<file path="config.mk">
export PLATFORM = sky130hd
export DESIGN_NAME = serial_link_flat
export DESIGN_NICKNAME = d
export VERILOG_FILES = /design/src/rtl/serial_link_pkg.sv /design/src/rtl/serial_link_if.sv /design/src/rtl/serial_link_sync2.sv /design/src/rtl/serial_link.sv /design/src/flat_wrapper.sv
export SDC_FILE = /design/constraint.sdc
export NUM_CORES = 1
export LEC_CHECK = 0
export CORE_MARGIN = 2
export CORE_UTILIZATION = 35
export CTS_CLUSTER_SIZE = 8
export DETAILED_ROUTE_END_ITERATION = 8
export PLACE_DENSITY = 0.55
export SYNTH_ARGS = -nofsm -noshare
export SYNTH_HDL_FRONTEND = slang
export SYNTH_SLANG_ARGS = --single-unit
</file>
<file path="constraint.sdc">
create_clock -name clk -period 2.3 [get_ports clk]
set_clock_uncertainty 0.05 [all_clocks]
set_input_delay 0.69 -clock clk [delete_from_list [all_inputs] [get_ports clk]]
set_output_delay 0.69 -clock clk [all_outputs]
set_load 0.02 [all_outputs]
</file>
<file path="src/rtl/serial_link_pkg.sv">
// -----------------------------------------------------------------------------
// serial_link_pkg
// Shared definitions for the serial_link transceiver:
//   - TX / RX state encodings (plain logic constants so the encodings are
//     fixed and readable in netlists / older tools)
//   - even_parity(): XOR of the low 'w' bits of a payload up to MAX_W wide
// -----------------------------------------------------------------------------
package serial_link_pkg;

    // Widest payload the link supports; parity helper operates on this width.
    localparam int MAX_W = 16;

    // TX states
    typedef logic [1:0] tx_state_t;
    localparam tx_state_t TX_IDLE = 2'd0;
    localparam tx_state_t TX_LOW  = 2'd1;
    localparam tx_state_t TX_HIGH = 2'd2;
    localparam tx_state_t TX_GAP  = 2'd3;

    // RX states
    typedef logic rx_state_t;
    localparam rx_state_t RX_WAIT  = 1'b0;
    localparam rx_state_t RX_SHIFT = 1'b1;

    // Even parity over the low w bits of v (bits at or above w are ignored).
    function automatic logic even_parity(input logic [MAX_W-1:0] v, input int w);
        logic p;
        p = 1'b0;
        for (int i = 0; i < MAX_W; i++) begin
            if (i < w) p = p ^ v[i];
        end
        return p;
    endfunction

endpackage

</file>
<file path="src/rtl/serial_link_if.sv">
// -----------------------------------------------------------------------------
// serial_link_if
// Controller-side bundle of the serial_link transceiver.
//   tx_send  : one-cycle request to transmit tx_data
//   tx_data  : payload, latched when tx_send is accepted
//   tx_busy  : high from accept until tx_done
//   tx_done  : one-cycle pulse at end of frame
//   rx_data  : last good received payload
//   rx_valid : one-cycle pulse, rx_data updated
//   rx_err   : one-cycle pulse on parity error or truncated frame
// Modports: master = game controller, slave = serial_link.
// -----------------------------------------------------------------------------
interface serial_link_if #(
    parameter int DATA_W = 7
);
    logic              tx_send;
    logic [DATA_W-1:0] tx_data;
    logic              tx_busy;
    logic              tx_done;
    logic [DATA_W-1:0] rx_data;
    logic              rx_valid;
    logic              rx_err;

    modport master (
        output tx_send, tx_data,
        input  tx_busy, tx_done, rx_data, rx_valid, rx_err
    );

    modport slave (
        input  tx_send, tx_data,
        output tx_busy, tx_done, rx_data, rx_valid, rx_err
    );
endinterface

</file>
<file path="src/rtl/serial_link_sync2.sv">
// -----------------------------------------------------------------------------
// sync2
// Two-flop synchroniser for a single asynchronous input.
//   clk  : destination clock
//   rst  : asynchronous active-high reset, clears both flops
//   i_d  : asynchronous input
//   o_q  : synchronised output (2 cycles latency)
// -----------------------------------------------------------------------------
module sync2 (
    input  logic clk,
    input  logic rst,
    input  logic i_d,
    output logic o_q
);
    logic r_meta;
    logic r_q;

    always_ff @(posedge clk or posedge rst) begin
        if (rst) begin
            r_meta <= 1'b0;
            r_q    <= 1'b0;
        end else begin
            r_meta <= i_d;
            r_q    <= r_meta;
        end
    end

    assign o_q = r_q;
endmodule

</file>
<file path="src/rtl/serial_link.sv">
// -----------------------------------------------------------------------------
// serial_link
// Full-duplex, source-synchronous serial transceiver. TX and RX are
// independent and share clk.
//   clk            : system clock
//   rst            : asynchronous active-high reset (aborts any frame)
//   ctl            : controller bundle (serial_link_if.slave)
//   o_link_clk_out : link clock to peer
//   o_link_dat_out : serial data to peer (LSB first, optional even parity last)
//   o_link_frm_out : frame-active to peer
//   i_link_clk_in  : link clock from peer (asynchronous)
//   i_link_dat_in  : serial data from peer (asynchronous)
//   i_link_frm_in  : frame-active from peer (asynchronous)
// Parameters: DATA_W payload bits (1..16), DIV clocks per link half period
// (>=4), PARITY_EN appends an even parity bit when 1.
// -----------------------------------------------------------------------------
module serial_link
    import serial_link_pkg::*;
#(
    parameter int DATA_W    = 7,
    parameter int DIV       = 16,
    parameter int PARITY_EN = 1
) (
    input  logic clk,
    input  logic rst,
    serial_link_if.slave ctl,
    output logic o_link_clk_out,
    output logic o_link_dat_out,
    output logic o_link_frm_out,
    input  logic i_link_clk_in,
    input  logic i_link_dat_in,
    input  logic i_link_frm_in
);
    localparam int NB    = DATA_W + PARITY_EN;
    localparam int CNT_W = $clog2(NB + 1);
    localparam int TC_W  = $clog2(2 * DIV);

    localparam logic [TC_W-1:0]  HALF_LAST = TC_W'(DIV - 1);
    localparam logic [TC_W-1:0]  GAP_LAST  = TC_W'(2 * DIV - 1);
    localparam logic [CNT_W-1:0] BIT_LAST  = CNT_W'(NB - 1);

    // ------------------------------------------------------------------ TX
    tx_state_t         r_tx_state;
    logic [TC_W-1:0]   r_tx_cnt;
    logic [CNT_W-1:0]  r_tx_idx;
    logic [NB-1:0]     r_tx_sh;     // bit currently on the wire is r_tx_sh[0]
    logic              r_tx_busy;
    logic              r_tx_done;
    logic [NB-1:0]     w_tx_frame;

    generate
        if (PARITY_EN != 0) begin : g_tx_par
            assign w_tx_frame = {even_parity(MAX_W'(ctl.tx_data), DATA_W), ctl.tx_data};
        end else begin : g_tx_nopar
            assign w_tx_frame = ctl.tx_data;
        end
    endgenerate

    always_ff @(posedge clk or posedge rst) begin
        if (rst) begin
            r_tx_state <= TX_IDLE;
            r_tx_cnt   <= '0;
            r_tx_idx   <= '0;
            r_tx_sh    <= '0;
            r_tx_busy  <= 1'b0;
            r_tx_done  <= 1'b0;
        end else begin
            r_tx_done <= 1'b0;
            case (r_tx_state)
                TX_IDLE: begin
                    if (ctl.tx_send) begin
                        r_tx_sh    <= w_tx_frame;
                        r_tx_idx   <= '0;
                        r_tx_cnt   <= '0;
                        r_tx_busy  <= 1'b1;
                        r_tx_state <= TX_LOW;
                    end
                end
                TX_LOW: begin
                    if (r_tx_cnt == HALF_LAST) begin
                        r_tx_cnt   <= '0;
                        r_tx_state <= TX_HIGH;
                    end else begin
                        r_tx_cnt <= r_tx_cnt + TC_W'(1);
                    end
                end
                TX_HIGH: begin
                    if (r_tx_cnt == HALF_LAST) begin
                        r_tx_cnt <= '0;
                        if (r_tx_idx == BIT_LAST) begin
                            r_tx_state <= TX_GAP;
                        end else begin
                            // Next bit moves onto the wire as the link clock falls.
                            r_tx_idx   <= r_tx_idx + CNT_W'(1);
                            r_tx_sh    <= r_tx_sh >> 1;
                            r_tx_state <= TX_LOW;
                        end
                    end else begin
                        r_tx_cnt <= r_tx_cnt + TC_W'(1);
                    end
                end
                TX_GAP: begin
                    if (r_tx_cnt == GAP_LAST) begin
                        r_tx_cnt   <= '0;
                        r_tx_busy  <= 1'b0;
                        r_tx_done  <= 1'b1;
                        r_tx_state <= TX_IDLE;
                    end else begin
                        r_tx_cnt <= r_tx_cnt + TC_W'(1);
                    end
                end
                default: r_tx_state <= TX_IDLE;
            endcase
        end
    end

    // Link outputs decode directly from registered state so reset clears them
    // immediately.
    logic w_tx_in_bit;
    assign w_tx_in_bit    = (r_tx_state == TX_LOW) || (r_tx_state == TX_HIGH);
    assign o_link_frm_out = w_tx_in_bit;
    assign o_link_clk_out = (r_tx_state == TX_HIGH);
    assign o_link_dat_out = w_tx_in_bit & r_tx_sh[0];
    assign ctl.tx_busy    = r_tx_busy;
    assign ctl.tx_done    = r_tx_done;

    // ------------------------------------------------------------------ RX
    logic w_clk_s;
    logic w_dat_s;
    logic w_frm_s;

    sync2 u_sync_clk (.clk(clk), .rst(rst), .i_d(i_link_clk_in), .o_q(w_clk_s));
    sync2 u_sync_dat (.clk(clk), .rst(rst), .i_d(i_link_dat_in), .o_q(w_dat_s));
    sync2 u_sync_frm (.clk(clk), .rst(rst), .i_d(i_link_frm_in), .o_q(w_frm_s));

    rx_state_t         r_rx_state;
    logic [CNT_W-1:0]  r_rx_cnt;
    logic [NB-1:0]     r_rx_sh;
    logic [DATA_W-1:0] r_rx_data;
    logic              r_rx_valid;
    logic              r_rx_err;
    logic              r_clk_d;
    logic              r_frm_d;

    logic w_clk_rise;
    logic w_frm_rise;
    logic w_frm_fall;
    assign w_clk_rise = w_clk_s & ~r_clk_d;
    assign w_frm_rise = w_frm_s & ~r_frm_d;
    assign w_frm_fall = ~w_frm_s & r_frm_d;

    // Frame as it would look with the current data bit dropped into slot
    // r_rx_cnt; lets the last bit be checked in the same cycle it arrives.
    logic [NB-1:0] w_rx_frame;
    generate
        for (genvar gi = 0; gi < NB; gi++) begin : g_rx_slot
            assign w_rx_frame[gi] = (r_rx_cnt == CNT_W'(gi)) ? w_dat_s : r_rx_sh[gi];
        end
    endgenerate

    logic w_par_ok;
    generate
        if (PARITY_EN != 0) begin : g_rx_par
            assign w_par_ok = (w_rx_frame[NB-1] ==
                               even_parity(MAX_W'(w_rx_frame[DATA_W-1:0]), DATA_W));
        end else begin : g_rx_nopar
            assign w_par_ok = 1'b1;
        end
    endgenerate

    always_ff @(posedge clk or posedge rst) begin
        if (rst) begin
            r_rx_state <= RX_WAIT;
            r_rx_cnt   <= '0;
            r_rx_sh    <= '0;
            r_rx_data  <= '0;
            r_rx_valid <= 1'b0;
            r_rx_err   <= 1'b0;
            r_clk_d    <= 1'b0;
            r_frm_d    <= 1'b0;
        end else begin
            r_clk_d    <= w_clk_s;
            r_frm_d    <= w_frm_s;
            r_rx_valid <= 1'b0;
            r_rx_err   <= 1'b0;
            case (r_rx_state)
                RX_WAIT: begin
                    // Only a fresh frm rise starts a frame, so clk edges after a
                    // completed frame but before frm falls are ignored.
                    if (w_frm_rise) begin
                        r_rx_cnt   <= '0;
                        r_rx_sh    <= '0;
                        r_rx_state <= RX_SHIFT;
                    end
                end
                RX_SHIFT: begin
                    if (w_clk_rise && (r_rx_cnt == BIT_LAST)) begin
                        // Final bit wins over a simultaneous frm fall.
                        r_rx_state <= RX_WAIT;
                        if (w_par_ok) begin
                            r_rx_data  <= w_rx_frame[DATA_W-1:0];
                            r_rx_valid <= 1'b1;
                        end else begin
                            r_rx_err <= 1'b1;
                        end
                    end else begin
                        if (w_clk_rise) begin
                            r_rx_sh  <= w_rx_frame;
                            r_rx_cnt <= r_rx_cnt + CNT_W'(1);
                        end
                        if (w_frm_fall) begin
                            r_rx_err   <= 1'b1;
                            r_rx_state <= RX_WAIT;
                        end
                    end
                end
                default: r_rx_state <= RX_WAIT;
            endcase
        end
    end

    assign ctl.rx_data  = r_rx_data;
    assign ctl.rx_valid = r_rx_valid;
    assign ctl.rx_err   = r_rx_err;

endmodule

</file>
<file path="src/flat_wrapper.sv">
// flat-port wrapper written by rule: the top's interface ports become plain ports
module serial_link_flat import serial_link_pkg::*;
#(
    parameter int DATA_W    = 7,
    parameter int DIV       = 16,
    parameter int PARITY_EN = 1
)
  (clk, rst, o_link_clk_out, o_link_dat_out, o_link_frm_out, i_link_clk_in, i_link_dat_in, i_link_frm_in, ctl_tx_send, ctl_tx_data, ctl_tx_busy, ctl_tx_done, ctl_rx_data, ctl_rx_valid, ctl_rx_err);
  serial_link_if #(.DATA_W(DATA_W)) ctl_i ();
  input  logic clk;
  input  logic rst;
  output logic o_link_clk_out;
  output logic o_link_dat_out;
  output logic o_link_frm_out;
  input  logic i_link_clk_in;
  input  logic i_link_dat_in;
  input  logic i_link_frm_in;
  input wire logic [$bits(ctl_i.tx_send)-1:0] ctl_tx_send;
  input wire logic [$bits(ctl_i.tx_data)-1:0] ctl_tx_data;
  output wire logic [$bits(ctl_i.tx_busy)-1:0] ctl_tx_busy;
  output wire logic [$bits(ctl_i.tx_done)-1:0] ctl_tx_done;
  output wire logic [$bits(ctl_i.rx_data)-1:0] ctl_rx_data;
  output wire logic [$bits(ctl_i.rx_valid)-1:0] ctl_rx_valid;
  output wire logic [$bits(ctl_i.rx_err)-1:0] ctl_rx_err;
  assign ctl_i.tx_send = ctl_tx_send;
  assign ctl_i.tx_data = ctl_tx_data;
  assign ctl_tx_busy = ctl_i.tx_busy;
  assign ctl_tx_done = ctl_i.tx_done;
  assign ctl_rx_data = ctl_i.rx_data;
  assign ctl_rx_valid = ctl_i.rx_valid;
  assign ctl_rx_err = ctl_i.rx_err;
  serial_link #(.DATA_W(DATA_W), .DIV(DIV), .PARITY_EN(PARITY_EN)) u_core (.clk(clk), .rst(rst), .ctl(ctl_i), .o_link_clk_out(o_link_clk_out), .o_link_dat_out(o_link_dat_out), .o_link_frm_out(o_link_frm_out), .i_link_clk_in(i_link_clk_in), .i_link_dat_in(i_link_dat_in), .i_link_frm_in(i_link_frm_in));
endmodule
</file>
**Word-level counts from Yosys, hierarchy flattened**

Index checks and enable logic that the tools add are counted.

- Bits in registers: 51
- Latch bits: 0
- RAM bits: 0
- Bits in read-only memories: 0
- Bits of input ports: 13
- Output and inout port bits: 14
- Memories: 0

- Add/subtract/negate cells: 3
- $mul: 0
- Div/mod/pow operators: 0
- Order comparisons: 0
- Equality and inequality tests: 22
- Shifts and indexed selects: 0
- Multiplexer cells: 50
- Bitwise operators: 20
- Reductions and logical operators: 12

Operators with widths:

| kind | number |
|---|---|
| 2-to-1 mux 8 bit | 6 |
| case mux 8 bit (2 select lines) | 2 |
| 2-to-1 mux 4 bit | 6 |
| 2-to-1 mux 1 bit | 22 |
| equality test 4 x 3 -> 1 bit (second input constant) | 5 |
| case mux 4 bit (2 select lines) | 2 |
| 2-to-1 mux 5 bit | 3 |
| case mux 5 bit (3 select lines) | 1 |
| bitwise XOR 1 bit | 12 |
| 2-to-1 mux 2 bit | 5 |
| AND reduction 3 bit | 3 |
| adder 4 x 1 -> 4 bit (second input constant) | 2 |
| equality test 4 x 2 -> 1 bit (second input constant) | 2 |
| != test 2 x 1 -> 1 bit (second input constant) | 4 |
| != test 2 bit (second input constant) | 4 |
| case mux 2 bit (4 select lines) | 1 |
| AND reduction 4 bit | 2 |
| adder 5 x 1 -> 5 bit (second input constant) | 1 |
| equality test 5 x 4 -> 1 bit (second input constant) | 1 |
| equality test 5 bit (second input constant) | 1 |
| AND 1 bit | 4 |
| equality test 2 bit (second input constant) | 2 |
| equality test 4 x 1 -> 1 bit (second input constant) | 1 |
| zero test 4 bit | 1 |
| 9 further kinds | 14 |

**Depth between registers and ports, before layout**

Gate-level depths: netlist of the first run.

- Depth in word-level cells: 12
- Depth in mapped cells: 10
- Depth with buffers taken out: 9

**Cells and area by module**

Synthesis of the first run repeated with hierarchy kept, for this count alone.

- Cells, all modules: 256
- Area total of the unflattened synthesis: 2705.1 um2

Modules (own cells, without submodules):

| module | instances | cells each | area an instance (um2) | sequential area each (um2) |
|---|---|---|---|---|
| serial_link | 1 | 247 | 2543.7 | 1126.1 |
| sync2 | 3 | 3 | 53.8 | 50.0 |

**Worst setup path before layout of the first run**

OpenSTA, ideal clock, no wires.

- Kind: register to register
- Start point: register u_core.r_rx_cnt[0]
- End point: register u_core.r_rx_data[2] (netlist: u_core.ctl.rx_data[2])
- Arrival: 2.122 ns
- Slack: 0.049 ns
- Cell stages (with the launch flop): 11
- Path buffers: 1
- Cell sequence: dfrtp_1 > inv_1 > ha_1 > nor3b_1 > mux2i_1 > xor2_1 > xnor2_1 > xnor2_1 > and3_1 > buf_6 > mux2i_1

- Cells in the longest elaborated chain, start to end: 10

Ends and longest elaborated chain:

| element | line | text |
|---|---|---|
| from (decl) | serial_link.sv:137 | `logic [CNT_W-1:0] r_rx_cnt;` |
| from (signal assigned) | serial_link.sv:209 | `r_rx_cnt <= r_rx_cnt + CNT_W'(1);` |
| equality test 4 x 1 -> 1 bit / zero test 4 bit (equally long branches) | serial_link.sv:157 | `assign w_rx_frame[gi] = (r_rx_cnt == CNT_W'(gi)) ? w_dat_s : r_rx_sh[gi];` |
| 2-to-1 mux 1 bit | serial_link.sv:157 |  |
| bitwise XOR 1 bit (6 in series) | serial_link_pkg.sv:30 | `if (i < w) p = p ^ v[i];` |
| equality test 1 bit | serial_link.sv:164 | `assign w_par_ok = (w_rx_frame[NB-1] ==` |
| AND reduction 3 bit (no line) | n/a |  |
| to (signal assigned) | serial_link.sv:201 | `r_rx_data <= w_rx_frame[DATA_W-1:0];` |
| to (decl) | serial_link.sv:139 | `logic [DATA_W-1:0] r_rx_data;` |

Several ways; a longest one is shown, not always the timed one.
A chain may end at the register's enable or synchronous reset.

**Worst setup path in the final report of the first run**

- Start point: register u_core.r_rx_cnt[0]
- End point: register u_core.r_rx_data[5] (netlist: u_core.ctl.rx_data[5])

The elaborated chain is that of the path after synthesis.

==> results.txt, run 1 <==
----------------------------------------------------
[Timing]
  Actual slew at the worst max-slew pin ... roughly 0.43 ns
  Portion of the clock cycle consumed by the worst path in the final layout ... 105%
  PnR worst setup slack ... -0.115 ns
  Fmax ... roughly 410 MHz
  Crit path time final ... roughly 2.4 ns
  Count of final setup violators ... 7
  Final hold violation count ... 0
  Slew Viols, Final ... 0
  Relative slew slack ... between 70% and 80%
  Setup repair after global routing missed its margin ... yes

[Global routing]
  Number of antenna violations at the first check in global routing ... 0
  Global-route congestion overflow total ... 0
  Overall track demand over capacity in global routing ... about an eighth
  Largest net degree at the start of global routing ... 40
  Global-route wire length before repair ... ~8.5 mm
  Number of global-route vias before repair ... around 1800

[Cells and area]
  Fin cells ... between 400 and 500
  Cell area after layout ... between 0.003 and 0.004 mm2
  Commonest non-fill, non-tap cell in the layout ... sky130_fd_sc_hd__dfrtp_1
  Final Net Count ... 333
  Number of inserted filler cells in the final layout ... approximately 700
  Diode insertion count for antenna repair ... 0
  Core Util, Final ... 46.4%
  Layout cells sized above 1 ... approximately a fifth
  Relative area change from synthesis to final layout ... 29.2%
  Highest-count cells in the layout ignoring fill and taps ... sky130_fd_sc_hd__dfrtp_1, sky130_fd_sc_hd__buf_4, sky130_fd_sc_hd__clkdlybuf4s50_1

[Routing]
  Detailed Route WL ... approximately 4.9 mm
  Vias after detailed routing ... approximately 1900
  Number of detailed-route iterations in the first pass ... 4
  Initial drt markers ... between 50 and 60
  Drc violations ... 0
  Wirelength per Cell ... between 10 and 15 um
  Via density ... 4.69
  Antenna-violating nets left ... 0

[Floorplan]
  Row count ... 31
  Ports placed on the boundary ... 27
  Die Wd ... about 90 um
  Floorplan die area ... approximately 0.008 mm2
  Core footprint ... a little over 0.007 mm2
  Initial cell density of the core ... between 30% and 40%
  Die Height ... roughly 90 um

[Run]
  Max Cap Viol ... 0

[Worst setup path]
  Worst Path Max Fanout ... 7
  Launching instance or port of the critical path ... u_core.r_rx_cnt[0]
  Worst reg2reg path depth ... 10
  Startpoint of the worst register-to-register path ... u_core.r_rx_cnt[0]
  Data required time at the worst endpoint ... 2.48 ns
  Element type at the critical path end ... flop
  CP Launch Type ... flop
  Worst reg2reg endpoint ... u_core.ctl.rx_data[5]
  Arrival time at the worst endpoint ... between 2 and 3 ns
  Register-to-register setup slack ... -0.11 ns
  Destination of the critical timing path ... u_core.ctl.rx_data[5]
  Kind of critical path ... reg2reg

[Place]
  Pre-CTS WS ... -0.124 ns
  Dpl cell area ... about 0.0031 mm2
  Routability congestion estimate ... ~0.74
  Post-Place Cells ... 388
  Port Buffer Count ... 26
  DPL Wire Length ... ~3.5 mm

[Clock network]
  Clock tree from TritonCTS ... done
  Inserted Clock Buffers ... 5
  Clock latency reported for the late side of the worst-skew pair ... ~0.30 ns
  CTS clock-pin slew for the worst setup and hold paths ... approximately 0.09 ns
  H-tree depth ... 2
  Number of buffers between clock root and the deepest sink ... 2
  Clock root cell ... sky130_fd_sc_hd__clkbuf_8
  Clock tree sinks ... 51

[Logic synthesis]
  Mapped Area ... between 0.002 and 0.003 mm2
  Number of enable-type register cells in the synthesized netlist ... 0
  Largest family of logic cells by synthesized area ... simple AND/OR/NAND/NOR gates
  Distinct cell type count after synthesis ... 36
  Number of nets in the synthesized netlist ... 277
  Post-Synth Adder-Cell Area ... just under 7%
  Proportion of synthesized chip area in sequential cells ... around half
  Ys async rst share ... 100%
  Synth Flop Type ... sky130_fd_sc_hd__dfrtp_1
  Compound-Gate Fraction of Synth Area ... 8.78%
  Parity-gate share of the synthesized area counting xor and xnor cells ... under 10%
  Gate Count Post-Synth ... 250
  Number of register bits inferred by synthesis ... 51
  Avg Inst Size Synth ... roughly 10 um2
  Number of warnings reported in the yosys synthesis log ... 0
  Multiplexer share of the synthesized area ... under 10%
  Share of synthesized cell area in and, or, nand and nor gates ... ~17%

[Power]
  Leakage power total ... 1.48 nW
  Pwr/cell area ... around 690 mW/mm2
  Overall power ... 0.00230 W
  Max VDD drop ... 0.279 mV

[Min path]
  Worst hold start ... u_core.u_sync_dat.r_meta
  Class of the tightest hold or removal check ... reg2reg

[Status]
  Status ... finished with violations
  Violated checks ... negative setup slack

----------------------------------------------------
-- per-stage QoR --
step	setup TNS, ns	hold slack, ns
6_report	-0.597	0.306
2_1_floorplan	0	0.281
5_1_grt	-1.31	0.315
3_3_place_gp	0	0.283
4_1_cts	-0.0366	0.309
3_5_place_dp	-0.752	0.288
-- worst max-delay path, stage by stage, from the launching register on --
cell and delay [ns]:
sky130_fd_sc_hd__dfrtp_1 0.44, sky130_fd_sc_hd__inv_2 0.13, sky130_fd_sc_hd__ha_4 0.14, sky130_fd_sc_hd__nor3b_2 0.18, sky130_fd_sc_hd__mux2i_1 0.32, sky130_fd_sc_hd__xor2_1 0.20
sky130_fd_sc_hd__xnor2_1 0.16, sky130_fd_sc_hd__xnor2_1 0.17, sky130_fd_sc_hd__and3_4 0.23, sky130_fd_sc_hd__buf_12 0.12, sky130_fd_sc_hd__mux2i_2 0.19
-- metal layers --
| layer | share of wire [%] | vias up | global-route usage (%) |
|---|---|---|---|
| li1 | - | 956 | - |
| met1 | 50 | 901 | 18.0 |
| met2 | 44 | 40 | 19.4 |
| met3 | 4.4 | 8 | 2.85 |
| met4 | 1.6 | 0 | 3.97 |
| met5 | 0 | - | 0 |
-- what timing repair did --
| action | CTS | global route |
|---|---|---|
| hold buffers | 0 | 0 |
| pin swaps | 6 | 1 |
| endpoints found under the setup margin | 10 | 10 |
| resized for setup | 18 | 6 |
| setup buffers | 7 | 3 |
-- synth_stat cells (3+ instances only) --
library cell               instances  area (um2)
sky130_fd_sc_hd__dfrtp_1          51        1280
sky130_fd_sc_hd__nand3b_1          5        37.5
sky130_fd_sc_hd__nor3b_2           3        37.5
sky130_fd_sc_hd__nor2_1           11        41.3
sky130_fd_sc_hd__xnor2_1          11        96.3
sky130_fd_sc_hd__a21oi_1           4        20.0
sky130_fd_sc_hd__o21ai_0          16        80.1
sky130_fd_sc_hd__inv_1            19        71.3
sky130_fd_sc_hd__nand2_1          20        75.1
sky130_fd_sc_hd__o21ai_1           7        35.0
sky130_fd_sc_hd__nand2b_1          7        43.8
sky130_fd_sc_hd__ha_1             14         175
sky130_fd_sc_hd__o31ai_1           3        22.5
sky130_fd_sc_hd__mux2i_2           4        55.1
sky130_fd_sc_hd__nand3_1          12        60.1
sky130_fd_sc_hd__clkbuf_1          7        26.3
sky130_fd_sc_hd__and2_1            4        25.0
sky130_fd_sc_hd__nor3_1            9        45.0
sky130_fd_sc_hd__xor2_1            3        26.3
sky130_fd_sc_hd__buf_6             3        33.8
sky130_fd_sc_hd__mux2i_1          16         160
-- power breakdown --
group          internal, W  switching [W]  total [W]
combinational     0.000450       0.000321   0.000772
clock             0.000214       0.000291   0.000505
sequential        0.000958      0.0000693    0.00103
-- state kept, by name (all words and copies together) (netlist names), 2 cells and up --
signal,count
u_core.r_rx_cnt,4
u_core.r_tx_cnt,5
u_core.r_tx_sh,8
u_core.r_tx_state,2
u_core.r_rx_sh,8
u_core.ctl.rx_data,7
u_core.r_tx_idx,4
-- cell type report --
cell class                 instances  area, um2  share of cell area (%)
clock buffer                       7       76.3                    2.28
clock inverter                     1       5.00                   0.149
inverter                          19       73.8                    2.20
multi-input combinational        169       1260                    37.6
sequential                        51       1280                    38.2
tap                               99        124                    3.70
timing repair buffer              60        533                    15.9
-- worst min path at each step --
stage	endpoint	cells after the start	slack [ns]
2_1_floorplan	u_core.u_sync_clk.o_q	0	0.28
3_3_place_gp	u_core.u_sync_dat.o_q	0	0.28
3_5_place_dp	u_core.u_sync_dat.o_q	0	0.29
4_1_cts	u_core.u_sync_dat.o_q	0	0.31
5_1_grt	u_core.u_sync_dat.o_q	0	0.31
6_report	u_core.u_sync_dat.o_q	0	0.31
-- kinds of logic after synthesis --
| group | Yosys count |
|---|---|
| AOI/OAI and AO/OA | 39 |
| xor gates and xnor gates | 14 |
| adders and majority gates | 14 |
| buffers and inverters | 30 |
| DFF | 51 |
| muxes | 20 |
| and+or+nand+nor | 82 |
(Power assumes the default switching activity.)
==> run 2, diff against run 1 <==
--- a/config.mk
+++ b/config.mk
@@ -5,11 +5,11 @@
 export SDC_FILE = /design/constraint.sdc
 export NUM_CORES = 1
 export LEC_CHECK = 0
-export CORE_MARGIN = 2
 export CORE_UTILIZATION = 35
 export CTS_CLUSTER_SIZE = 8
 export DETAILED_ROUTE_END_ITERATION = 8
 export PLACE_DENSITY = 0.55
+export SLEW_MARGIN = 20
 export SYNTH_ARGS = -nofsm -noshare
 export SYNTH_HDL_FRONTEND = slang
 export SYNTH_SLANG_ARGS = --single-unit
==> results.txt, run 2 (synthesis results as in run 1) <==
----------------------------------------------------
[Worst setup path]
  Worst reg2reg endpoint ... u_core.ctl.rx_data[0]
  Worst reg2reg path depth ... 10
  CP Launch Type ... flop
  Register-to-register setup slack ... -0.04 ns
  Worst Path Max Fanout ... 7
  Top delay family on crit path ... XOR/XNOR gates
  Slowest cell on the critical path ... sky130_fd_sc_hd__dfrtp_2
  Element type at the critical path end ... flop
  Delay contributed by the slowest stage of the critical path ... about 0.46 ns
  Data required time at the worst endpoint ... 2.47 ns
  CP bufs+invs ... 2
  Worst-path cell chain ... buf_4 > ha_4 > nor3b_2 > mux2i_1 > xor2_1 > xnor2_1 > xnor2_1 > and3_4 > buf_12 > mux2i_1
  Startpoint of the worst register-to-register path ... u_core.r_rx_cnt[1]
  Kind of critical path ... reg2reg
  Arrival time at the worst endpoint ... roughly 2.5 ns

[Cells and area]
  Highest-count cells in the layout ignoring fill and taps ... sky130_fd_sc_hd__dfrtp_1, sky130_fd_sc_hd__buf_4, sky130_fd_sc_hd__clkdlybuf4s50_1
  Fin cells ... 406
  Final Net Count ... approximately 330
  Relative area change from synthesis to final layout ... 31.2%
  Layout cells sized above 1 ... 21.2%
  Cell area after layout ... about 0.0034 mm2
  Commonest non-fill, non-tap cell in the layout ... sky130_fd_sc_hd__dfrtp_1
  Diode insertion count for antenna repair ... 0

[Global routing]
  Overall track demand over capacity in global routing ... 14.1%
  Largest net degree at the start of global routing ... 22
  Number of antenna violations at the first check in global routing ... 0
  Number of global-route vias before repair ... roughly 1800
  Global-route wire length before repair ... between 8 and 9 mm
  Global-route congestion overflow total ... 0

[Timing]
  Final hold violation count ... 0
  Count of final setup violators ... 7
  Actual slew at the worst max-slew pin ... approximately 0.52 ns
  Slew Viols, Final ... 0
  PnR worst setup slack ... -0.0424 ns
  Total negative setup slack ... -0.209 ns
  Setup repair after global routing missed its margin ... yes
  Portion of the clock cycle consumed by the worst path in the final layout ... 102%
  Relative slew slack ... approximately two thirds
  Fmax ... 427 MHz
  Crit path time final ... 2.34 ns

[Power]
  Combinational power share ... ~29%
  Switching power ... between 0.0006 and 0.0007 W
  Int Pwr ... 0.00170 W
  Relative contribution of sequential cells to total power ... 43.6%
  Clock power share ... between 20 and 30%
  Sw Ratio ... between 20 and 30%
  Pwr/cell area ... about 700 mW/mm2
  Max VDD drop ... 0.390 mV
  Leakage power total ... 1.50 nW
  Overall power ... roughly 0.0024 W

[Place]
  Dpl cell area ... about 0.0032 mm2
  Post-Place Cells ... 391
  DPL Wire Length ... roughly 3.5 mm
  Port Buffer Count ... 26
  Routability congestion estimate ... about 0.72

[Floorplan]
  Floorplan die area ... between 0.007 and 0.008 mm2
  Initial cell density of the core ... a little over a third
  Row count ... 31
  Core footprint ... about 0.0072 mm2
  Ports placed on the boundary ... 27
  Die Height ... approximately 90 um
  Die Wd ... between 80 and 90 um

[Clock network]
  Clock root cell ... sky130_fd_sc_hd__clkbuf_8
  Number of buffers between clock root and the deepest sink ... 2
  Clock latency reported for the late side of the worst-skew pair ... around 0.3 ns
  Clock tree from TritonCTS ... done
  CTS clock-pin slew for the worst setup and hold paths ... around 0.1 ns
  Clock tree sinks ... between 50 and 60
  H-tree depth ... 2
  Inserted Clock Buffers ... 5

[Routing]
  Via density ... 4.60
  Detailed Route WL ... slightly below 5 mm
  Initial drt markers ... 60
  Wirelength per Cell ... 11.8 um
  Vias after detailed routing ... about 1900
  Antenna-violating nets left ... 0
  Number of detailed-route iterations in the first pass ... 4
  Drc violations ... 0

[Min path]
  Class of the tightest hold or removal check ... reg2reg
  Worst Hold Path Cells ... 0
  Worst hold start ... u_core.u_sync_frm.r_meta
  Hold Path Sink ... u_core.u_sync_frm.o_q

[Run]
  Max Cap Viol ... 0

[Status]
  Violated checks ... negative setup slack
  Status ... finished with violations

----------------------------------------------------
[run 2: cell count changes in the layout (fill, tap and decap cells not counted), sizes merged]
cell	previous run	this run
bufinv	0	1
clkbuf	8	5
clkdlybuf4s15	0	1
inv	19	20
[run 2: area by class of cell]
| cell class | instances | area (um2) |
|---|---|---|
| well taps | 99 | 124 |
| clock inverters | 3 | 47.5 |
| fillers | 719 | 3810 |
| flip-flops and latches | 51 | 1280 |
| multi-input cells | 169 | 1260 |
| repair buffers | 60 | 551 |
| inverters | 19 | 76.3 |
| clock buffers | 5 | 68.8 |
[run 2: power by group through the flow]
stage                     clock network, W  registers [W]  logic (W)
final                             0.000639        0.00103   0.000690
after global routing              0.000695        0.00104   0.000767
after CTS                         0.000668        0.00102   0.000677
after detailed placement                 0        0.00103   0.000539
after global placement                   0        0.00103   0.000534
after floorplan                          0        0.00101   0.000332
[run 2: worst max path at each step]
stage,to,start,cells past startpoint,slack (ns)
6_report,u_core.ctl.rx_data[0],u_core.r_rx_cnt[1],10,-0.04
5_1_grt,u_core.ctl.rx_data[5],u_core.r_rx_cnt[1],10,-0.24
4_1_cts,u_core.ctl.rx_data[3],u_core.r_rx_cnt[1],9,-0.04
3_5_place_dp,u_core.ctl.rx_data[3],u_core.r_rx_cnt[0],10,-0.11
3_3_place_gp,u_core.ctl.rx_data[6],u_core.r_rx_cnt[0],10,-0.02
2_1_floorplan,u_core.ctl.rx_data[2],u_core.r_rx_cnt[0],10,0.05
[run 2: timing repair]
action / 4_1_cts / 5_1_grt
setup buffers: 7 / 0
setup endpoints to repair: 10 / 10
pin swaps: 6 / 5
gates cloned: 0 / 0
gates resized for setup: 19 / 5
hold endpoints to repair: 0 / 0
hold buffers: 0 / 0
[run 2: layer usage]
metal  up-vias  part of all wire (%)  GRT usage (%)
met5         -                     0              0
met4         0                  0.81           4.11
met3         4                   3.2           3.11
met2        26                    45           22.6
met1       882                    51           19.3
li1        955                     -              -
[run 2: metrics by stage]
stage | util, % | hold slack (ns) | worst slack (ns)
after detailed placement | 43.7 | 0.287 | -0.110
final | 47.2 | 0.308 | -0.0424
after floorplan | - | 0.281 | 0.0490
after global placement | 43.7 | 0.282 | -0.0178
after CTS | 47.0 | 0.312 | -0.0406
after global routing | 47.2 | 0.323 | -0.242
